File: config.mk
export PLATFORM = sky130hd
export DESIGN_NAME = seg_write_sequencer
export DESIGN_NICKNAME = d
export VERILOG_FILES = /design/src/rtl/seg_write_sequencer.sv
export SDC_FILE = /design/constraint.sdc
export NUM_CORES = 1
export LEC_CHECK = 0
export ABC_CLOCK_PERIOD_IN_PS = 4910
export CAP_MARGIN = 40
export CORE_UTILIZATION = 30
export DETAILED_ROUTE_END_ITERATION = 16
export PLACE_DENSITY_LB_ADDON = 0.25
export SLEW_MARGIN = 40
export SYNTH_ARGS = -nofsm -noshare
export SYNTH_HDL_FRONTEND = slang
export SYNTH_SLANG_ARGS = --single-unit
export TNS_END_PERCENT = 5
File: constraint.sdc
create_clock -name clk -period 4.91 [get_ports clk]
set_input_delay 0.982 -clock clk [delete_from_list [all_inputs] [get_ports clk]]
set_output_delay 0.982 -clock clk [all_outputs]
set_load 0.005 [all_outputs]
File: src/rtl/seg_write_sequencer.sv
// seg_write_sequencer: Avalon-MM master feeding the 7-segment display slave.
// One write per dirty digit, optional leading-zero blanking and skipping.
//
// Ports:
//   clk, rst_n          clock, async active-low reset
//   value_i             packed hex value, nibble k -> digit k
//   value_valid_i       value_i / blank_lz_i valid
//   value_ready_o       sequencer idle and able to accept
//   blank_lz_i          blank leading zeros of this value
//   avm_address_o       digit index being written
//   avm_write_o         write strobe
//   avm_writedata_o     digit code
//   avm_waitrequest_i   slave stall
//   busy_o              sequence in progress
//   done_o              one-cycle pulse after last write
module seg_write_sequencer #(
  parameter int         NUM_SEGMENT    = 6,
  parameter bit         SKIP_UNCHANGED = 1'b1,
  parameter logic [7:0] BLANK_CODE     = 8'h10
) (
  input  logic                     clk,
  input  logic                     rst_n,
  input  logic [NUM_SEGMENT*4-1:0] value_i,
  input  logic                     value_valid_i,
  output logic                     value_ready_o,
  input  logic                     blank_lz_i,
  output logic [2:0]               avm_address_o,
  output logic                     avm_write_o,
  output logic [7:0]               avm_writedata_o,
  input  logic                     avm_waitrequest_i,
  output logic                     busy_o,
  output logic                     done_o
);

  localparam int N  = NUM_SEGMENT;
  localparam int CW = N * 8;

  localparam logic [1:0] S_IDLE  = 2'd0;
  localparam logic [1:0] S_WRITE = 2'd1;
  localparam logic [1:0] S_DONE  = 2'd2;

  logic [1:0]    state_q;
  logic          ready_q;
  logic          write_q;
  logic          done_q;
  logic          shadow_vld_q;
  logic [2:0]    addr_q;
  logic [7:0]    data_q;
  logic [CW-1:0] code_q;
  logic [CW-1:0] shadow_q;
  logic [N-1:0]  dirty_q;

  logic          zeros;
  logic [CW-1:0] new_code;
  logic [N-1:0]  new_dirty;
  logic [N-1:0]  done_bit;
  logic [N-1:0]  dirty_rem;
  logic [2:0]    pick_new;
  logic [2:0]    pick_rem;
  logic          accept;
  logic          xfer_done;

  function automatic logic [2:0] lowest(
    input logic [N-1:0] m
  );
    logic [2:0] idx;
    idx = '0;
    for (int k = N - 1; k >= 0; k--) begin
      if (m[k]) idx = 3'(k);
    end
    return idx;
  endfunction

  // Walk from the top digit down so "all higher
  // nibbles zero" is known at each digit.
  always_comb begin
    zeros     = 1'b1;
    new_code  = '0;
    new_dirty = '0;
    for (int k = N - 1; k >= 0; k--) begin
      zeros = zeros & (value_i[4*k +: 4] == 4'h0);
      if (blank_lz_i && (k != 0) && zeros) begin
        new_code[8*k +: 8] = BLANK_CODE;
      end else begin
        new_code[8*k +: 8] = {4'h0, value_i[4*k +: 4]};
      end
      new_dirty[k] = !SKIP_UNCHANGED
                  || !shadow_vld_q
                  || (new_code[8*k +: 8]
                      != shadow_q[8*k +: 8]);
    end
  end

  assign done_bit  = {{(N-1){1'b0}}, 1'b1} << addr_q;
  assign dirty_rem = dirty_q & ~done_bit;
  assign pick_new  = lowest(new_dirty);
  assign pick_rem  = lowest(dirty_rem);
  assign accept    = ready_q & value_valid_i;
  assign xfer_done = write_q & ~avm_waitrequest_i;

  always_ff @(posedge clk or negedge rst_n) begin
    if (!rst_n) begin
      state_q      <= S_IDLE;
      ready_q      <= 1'b0;
      write_q      <= 1'b0;
      done_q       <= 1'b0;
      shadow_vld_q <= 1'b0;
      addr_q       <= '0;
      data_q       <= '0;
      code_q       <= '0;
      shadow_q     <= '0;
      dirty_q      <= '0;
    end else begin
      done_q <= 1'b0;
      case (state_q)
        S_IDLE: begin
          if (accept) begin
            ready_q <= 1'b0;
            code_q  <= new_code;
            dirty_q <= new_dirty;
            if (|new_dirty) begin
              state_q <= S_WRITE;
              write_q <= 1'b1;
              addr_q  <= pick_new;
              data_q  <= new_code[8*pick_new +: 8];
            end else begin
              state_q <= S_DONE;
              done_q  <= 1'b1;
            end
          end else begin
            ready_q <= 1'b1;
          end
        end
        S_WRITE: begin
          // Address/data stay put until the slave
          // releases waitrequest.
          if (xfer_done) begin
            dirty_q <= dirty_rem;
            shadow_q[8*addr_q +: 8] <= data_q;
            if (|dirty_rem) begin
              addr_q <= pick_rem;
              data_q <= code_q[8*pick_rem +: 8];
            end else begin
              write_q <= 1'b0;
              state_q <= S_DONE;
              done_q  <= 1'b1;
            end
          end
        end
        S_DONE: begin
          shadow_vld_q <= 1'b1;
          ready_q      <= 1'b1;
          state_q      <= S_IDLE;
        end
        default: begin
          write_q <= 1'b0;
          ready_q <= 1'b0;
          state_q <= S_IDLE;
        end
      endcase
    end
  end

  assign value_ready_o   = ready_q;
  assign avm_write_o     = write_q;
  assign avm_address_o   = addr_q;
  assign avm_writedata_o = data_q;
  assign busy_o          = (state_q != S_IDLE);
  assign done_o          = done_q;

endmodule

# Word-level counts from Yosys, hierarchy flattened
# Cells that the tools add are included.
[word_totals]
ff_bits = 115
ramBits = 0
wordCells = 115
romBits = 0
in_bits = 29
n_memories = 0
latch_bits = 0
[classes]
n_reduce_logical = 28
mul = 0
order_cmp = 0
div_mod_pow = 0
n_bitwise = 10
mux = 48
add_sub_neg = 1
shift = 5
n_eq_ne = 13
[ops]
columns = ["operator", "n"]
rows = [
  ["$shiftx 48x7->8", 2],
  ["$bwmux 48", 1],
  ["$mux 3", 16],
  ["$shift 8x34->48 const A", 1],
  ["$shiftx 8x34->48", 1],
  ["$ne 5x8->1", 5],
  ["$neg 6->34", 1],
  ["$mux 8", 4],
  ["$mux 5", 5],
  ["$logic_not 4->1", 5],
  ["$pmux 8 s2", 1],
  ["$mux 6", 2],
  ["$pmux 6 s2", 1],
  ["$reduce_or 6->1", 2],
  ["$ne 2x2->1 const B", 5],
  ["$reduce_and 5->1", 2],
  ["$mux 1", 9],
  ["$mux 2", 4],
  ["$ne 4x8->1", 1],
  ["$and 1x1->1", 6],
  ["$and 6x6->6", 1],
  ["$logic_or 1x1->1", 6],
  ["$not 6->6", 1],
  ["$pmux 1 s3", 2],
  ["other kinds (13)", 21],
]

# Depth between registers and ports, before layout
[depth]
ltp_word = 15
depth_mapped = 12
depth_no_buf = 11

# Worst setup path before layout
# Ideal clock, no wire load.
[synth_path]
path_type = "input to register"
from = "in value_i[21]"
to = "reg data_q[0] (netlist: avm_writedata_o[0])"
t_arrival_ns = 3.814
path_stages = 12
required_ns = 4.816
path_buffers = 3
slack_ns = 1.002
path_cell_list = "or4b_1 > buf_2 > or4_1 > buf_2 > or4_4 > nand3_1 > nor2_1 > a221oi_2 > buf_6 > mux2i_1 > nor2_1 > a211oi_1"
[synth_between]
elab_chain_cells = 15
[synth_lines]
columns = ["item", "line", "source"]
rows = [
  ["start, declared", "23", "input logic [NUM_SEGMENT*4-1:0] value_i,"],
  ["$logic_not 4->1", "81", "zeros = zeros & (value_i[4*k +: 4] == 4'h0);"],
  ["$logic_and 1x1->1 or $and 1x1->1 (tied branches)", "82, 81", ""],
  ["$mux 5, or another cell as far along", "82", "if (blank_lz_i && (k != 0) && zeros) begin"],
  ["$ne 5x8->1, or another cell as far along", "90", "!= shadow_q[8*k +: 8]);"],
  ["$logic_or 1x1->1, or another cell as far along", "89", "|| (new_code[8*k +: 8]"],
  ["$mux 3, or another cell as far along (3 in a row)", "69", "if (m[k]) idx = 3'(k);"],
  ["$mux 3 or $logic_or 1x1->1 (tied branches)", "69, 89", ""],
  ["$mux 3 (2 in a row)", "69", ""],
  ["$shiftx 48x7->8", "125", "data_q <= new_code[8*pick_new +: 8];"],
  ["$mux 8", "121", "if (|new_dirty) begin"],
  ["$mux 8", "117", "if (accept) begin"],
  ["$pmux 8 s2", "115", "case (state_q)"],
  ["end signal, assigned", "125", ""],
  ["end signal, assigned", "142", "data_q <= code_q[8*pick_rem +: 8];"],
  ["end, declared", "48", "logic [7:0] data_q;"],
]
# Several ways; a longest one is shown, not always the timed one. The select of a mux whose other input is x is not followed.
# A chain may end at the register's enable or synchronous reset.

# Final worst setup path
[layout_path]
from = "in value_i[16]"
to = "reg data_q[1] (netlist: avm_writedata_o[1])"
[layout_between]
elab_chain_cells = 15
[layout_lines]
columns = ["item", "line"]
rows = [
  ["$logic_not 4->1", "81"],
  ["$and 1x1->1", "81"],
  ["$logic_and 1x1->1 or $and 1x1->1 (tied branches)", "82, 81"],
  ["$mux 5, or another cell as far along", "82"],
  ["$ne 5x8->1, or another cell as far along", "90"],
  ["$logic_or 1x1->1, or another cell as far along", "89"],
  ["$mux 3, or another cell as far along (2 in a row)", "69"],
  ["$mux 3 or $logic_or 1x1->1 (tied branches)", "69, 89"],
  ["$mux 3 (2 in a row)", "69"],
  ["$shiftx 48x7->8", "125"],
  ["$mux 8", "121"],
  ["$mux 8", "117"],
  ["$pmux 8 s2", "115"],
]
# Several ways; a longest one is shown, not always the timed one. The select of a mux whose other input is x is not followed.

==> results.py <==
metrics = {
    "run_status": {
        "outcome": "finished, final reports clean",
    },
    "setup_path": {
        "crit_path_top_delay_cell": "or4_1",
        "critPathArrivalTime_ns": 4.59,
        "crit_chain": "clkdlybuf4s50_1, or4_1, or4_1, o21ai_0, nand4b_1, nor4_2, a31oi_4, o211ai_2, nor2_1, a211oi_1",
        "setup.worst_path.end_class": "register",
        "crit_type": "in2reg",
        "crit_path_frequent_cell": "or4_1",
        "endpoint": "avm_writedata_o[1]$_DFFE_PN0P_",
        "max_stage_delay_ns": 0.64,
        "cp_num_buf_inv": 1,
        "cp_max_fo": 15,
        "cpLargestDelayFamily": "simple AND/OR/NAND/NOR gates",
        "critPathLaunchType": "primary input",
        "r2r-end": "avm_writedata_o[1]$_DFFE_PN0P_",
        "crit-reg2reg-launch": "avm_address_o[0]$_DFFE_PN0P_",
        "startpoint": "value_i[16]",
        "cp.required_ns": 5.14,
        "worst-path-stages": 10,
        "rrSetupSlack_ns": 1.33,
        "r2r_cells": 11,
    },
    "cts": {
        "cts_tree": "built",
        "clockRootBuffer": "clkbuf_16",
        "cts_inserted_buffers": 9,
        "clock_sinks": 85,
        "cts_resized": 0,
        "insertion_delay_ns": 0.34,
        "hold_buffers": 0,
        "clk_pin_slew_worst_paths_ns": 0.06,
        "htreeDepth": 3,
        "cts_max_path_buffers": 2,
        "cts_setup_buffers": 0,
    },
    "sta": {
        "rsz0062_at_grt": "no",
        "finalClockSkew_ns": 0.00564,
        "tightestPinTransition_ns": 0.785,
        "period_needed_ns": 4.36,
        "fmax_ghz": 0.229,
        "final_hold_viol_count": 0,
        "relSlewSlack_pct": 47.6,
        "finalSetupTns_ns": 0,
        "fin_ws_ns": 0.552,
        "final.period_utilization_pct": 88.8,
        "finalSetupViolCount": 0,
        "drv_slew": 0,
    },
    "logic_synthesis": {
        "synth-main-ff-cell": "dfrtp_1",
        "synth_cell_types": 57,
        "yosys_register_bits": 85,
        "synth_cells": 499,
        "syn_area_sq_um": 4620,
        "yosysWarnings": 0,
        "avgSynthCellArea_sq_um": 9.27,
        "synth-edff-count": 0,
        "synthArstFlopShare_pct": 100,
        "synth_seq_area_share_pct": 46.0,
    },
    "die": {
        "initial_core_util_pct": 30.5,
        "pin_count": 44,
        "std_cell_rows": 45,
        "fp.dieW_um": 126,
        "dieArea_sq_um": 15900,
        "core_area_sq_um": 15100,
        "die_y_um": 126,
    },
    "drt": {
        "drt-wirelength-per-cell_um": 18.3,
        "drt-total-wl_mm": 13.4,
        "vias": 3802,
        "drt_iter0_drc": 239,
        "post_drt_via_cell_ratio": 5.19,
        "drc_errors": 0,
        "postRouteAntennaNets": 0,
        "first_pass_iters": 5,
    },
    "finish": {
        "drive_gt1_share_pct": 9.19,
        "syn_to_final_growth_pct": 20.5,
        "finalNetCount": 574,
        "insertedDiodeCount": 0,
    },
    "global_routing": {
        "grt.overflow.total": 0,
        "grt_pass1_wl_mm": 21.0,
        "grt_antenna_before_repair": 0,
        "track_usage_pct": 17.5,
        "grt_max_degree": 86,
        "grt_pass1_vias": 3695,
    },
    "placed_design": {
        "place.gp.congestion": 0.856,
        "port_buffers": 40,
        "dpl.hpwl_mm": 9.89,
        "pre_cts_ws_ns": 0.219,
    },
    "power": {
        "power.density_nw_per_um2": 594,
        "max-vdd-ir-drop_mv": 0.187,
        "p_leak_nw": 2.47,
    },
    "job": {
        "drv_cap": 0,
    },
    "min_path": {
        "hold_path_class": "reg2reg",
    },
}
==> layer usage <==
| layer | global-route usage (%) | wire length, um | vias to the layer above |
|---|---|---|---|
| met5 | 0 | 0 | - |
| met2 | 27.3 | 6150 | 99 |
| met4 | 8.79 | 478 | 0 |
| met1 | 23.2 | 6170 | 1846 |
| met3 | 3.40 | 596 | 29 |
| li1 | - | - | 1828 |
==> registers in the layout (all words and copies together) (netlist names) <==
name,cells
shadow_vld_q,1
avm_address_o,3
state_q,2
dirty_q,6
shadow_q,36
avm_writedata_o,5
code_q,29
avm_write_o,1
value_ready_o,1
done_o,1
==> power breakdown <==
group,total [mW],switching [mW],internal (mW)
combinational,1.33,0.751,0.582
sequential,1.23,0.264,0.968
clock,0.743,0.269,0.474
total,3.31,1.28,2.02
==> how the worst min path moves through the flow <==
stage | to | startpoint | slack, ns | cells after the start
floorplan | shadow_q[18]$_DFFE_PN0P_ | shadow_q[18]$_DFFE_PN0P_ | 0.44 | 2
global placement | shadow_q[18]$_DFFE_PN0P_ | shadow_q[18]$_DFFE_PN0P_ | 0.46 | 2
detailed placement | code_q[34]$_DFFE_PN0P_ | code_q[34]$_DFFE_PN0P_ | 0.46 | 2
CTS | shadow_q[18]$_DFFE_PN0P_ | shadow_q[18]$_DFFE_PN0P_ | 0.48 | 2
global route | code_q[34]$_DFFE_PN0P_ | code_q[34]$_DFFE_PN0P_ | 0.49 | 2
finish | shadow_q[18]$_DFFE_PN0P_ | shadow_q[18]$_DFFE_PN0P_ | 0.47 | 2
==> cells in the mapped netlist (all sizes together) (2+ instances only) <==
cell type,number,area [sq um]
nand2,111,417
dfrtp,85,2130
o21ai,36,180
mux2i,30,300
nand3,25,125
nor2,20,75.1
inv,16,60.1
mux2,15,169
clkbuf,13,48.8
buf,11,68.8
nor3,11,55.1
xnor2,11,96.3
a21oi,9,45.0
o211ai,8,65.1
o22ai,8,50.1
xor2,8,70.1
nand2b,7,43.8
nor4,7,50.1
ha,6,75.1
or4,6,48.8
and2,5,31.3
nor2b,5,31.3
a211o,4,35.0
a211oi,4,30.0
nand3b,4,30.0
nand4,3,18.8
nor4b,3,26.3
a21o,2,15.0
a222oi,2,20.0
a31oi,2,27.5
and3,2,17.5
nor3b,2,15.0
o31ai,2,15.0
==> tightest hold or removal path, stage by stage (launching register included) <==
cell     delay [ns]
dfrtp_1        0.34
nand2_1        0.05
nand2_1        0.05
==> cell type report <==
class                   instances  area, sq um
multi-input cells             376         2330
clock buffers                  13          260
well taps                     188          235
inverters                      16         60.1
fillers                      1497         9580
repair buffers                 51          487
flip-flops and latches         85         2130
clock inverters                 3         67.6
==> cells in the final DEF (no fill, tap or decap), drive strengths merged, types with 8 or more instances in the layout <==
cell type / n
nand2: 111
dfrtp: 85
clkdlybuf4s50: 39
o21ai: 36
mux2i: 30
nand3: 25
nor2: 20
inv: 16
mux2: 15
clkbuf: 14
xnor2: 11
nor3: 11
buf: 11
a21oi: 9
o22ai: 8
xor2: 8
o211ai: 8
==> stage by stage <==
stage	util, %	cells	power (mW)	hold slack [ns]	instance area, sq um
floorplan	-	501	2.06	0.439	4630
global placement	34.6	716	2.55	0.458	5240
detailed placement	34.6	716	2.57	0.463	5240
CTS	36.8	732	3.33	0.477	5570
global route	36.8	732	3.53	0.494	5570
finish	36.8	732	3.31	0.473	5570
==> logic make-up after synthesis <==
logic type	share of synthesized area, %
xor+xnor	3.60
compound gates	12.3
other cells	0.0811
fa+ha+maj	1.62
simple gates	22.4
flops	46.0
mux	10.1
buf+inv	3.84
Power figures use the tool's default switching activity.
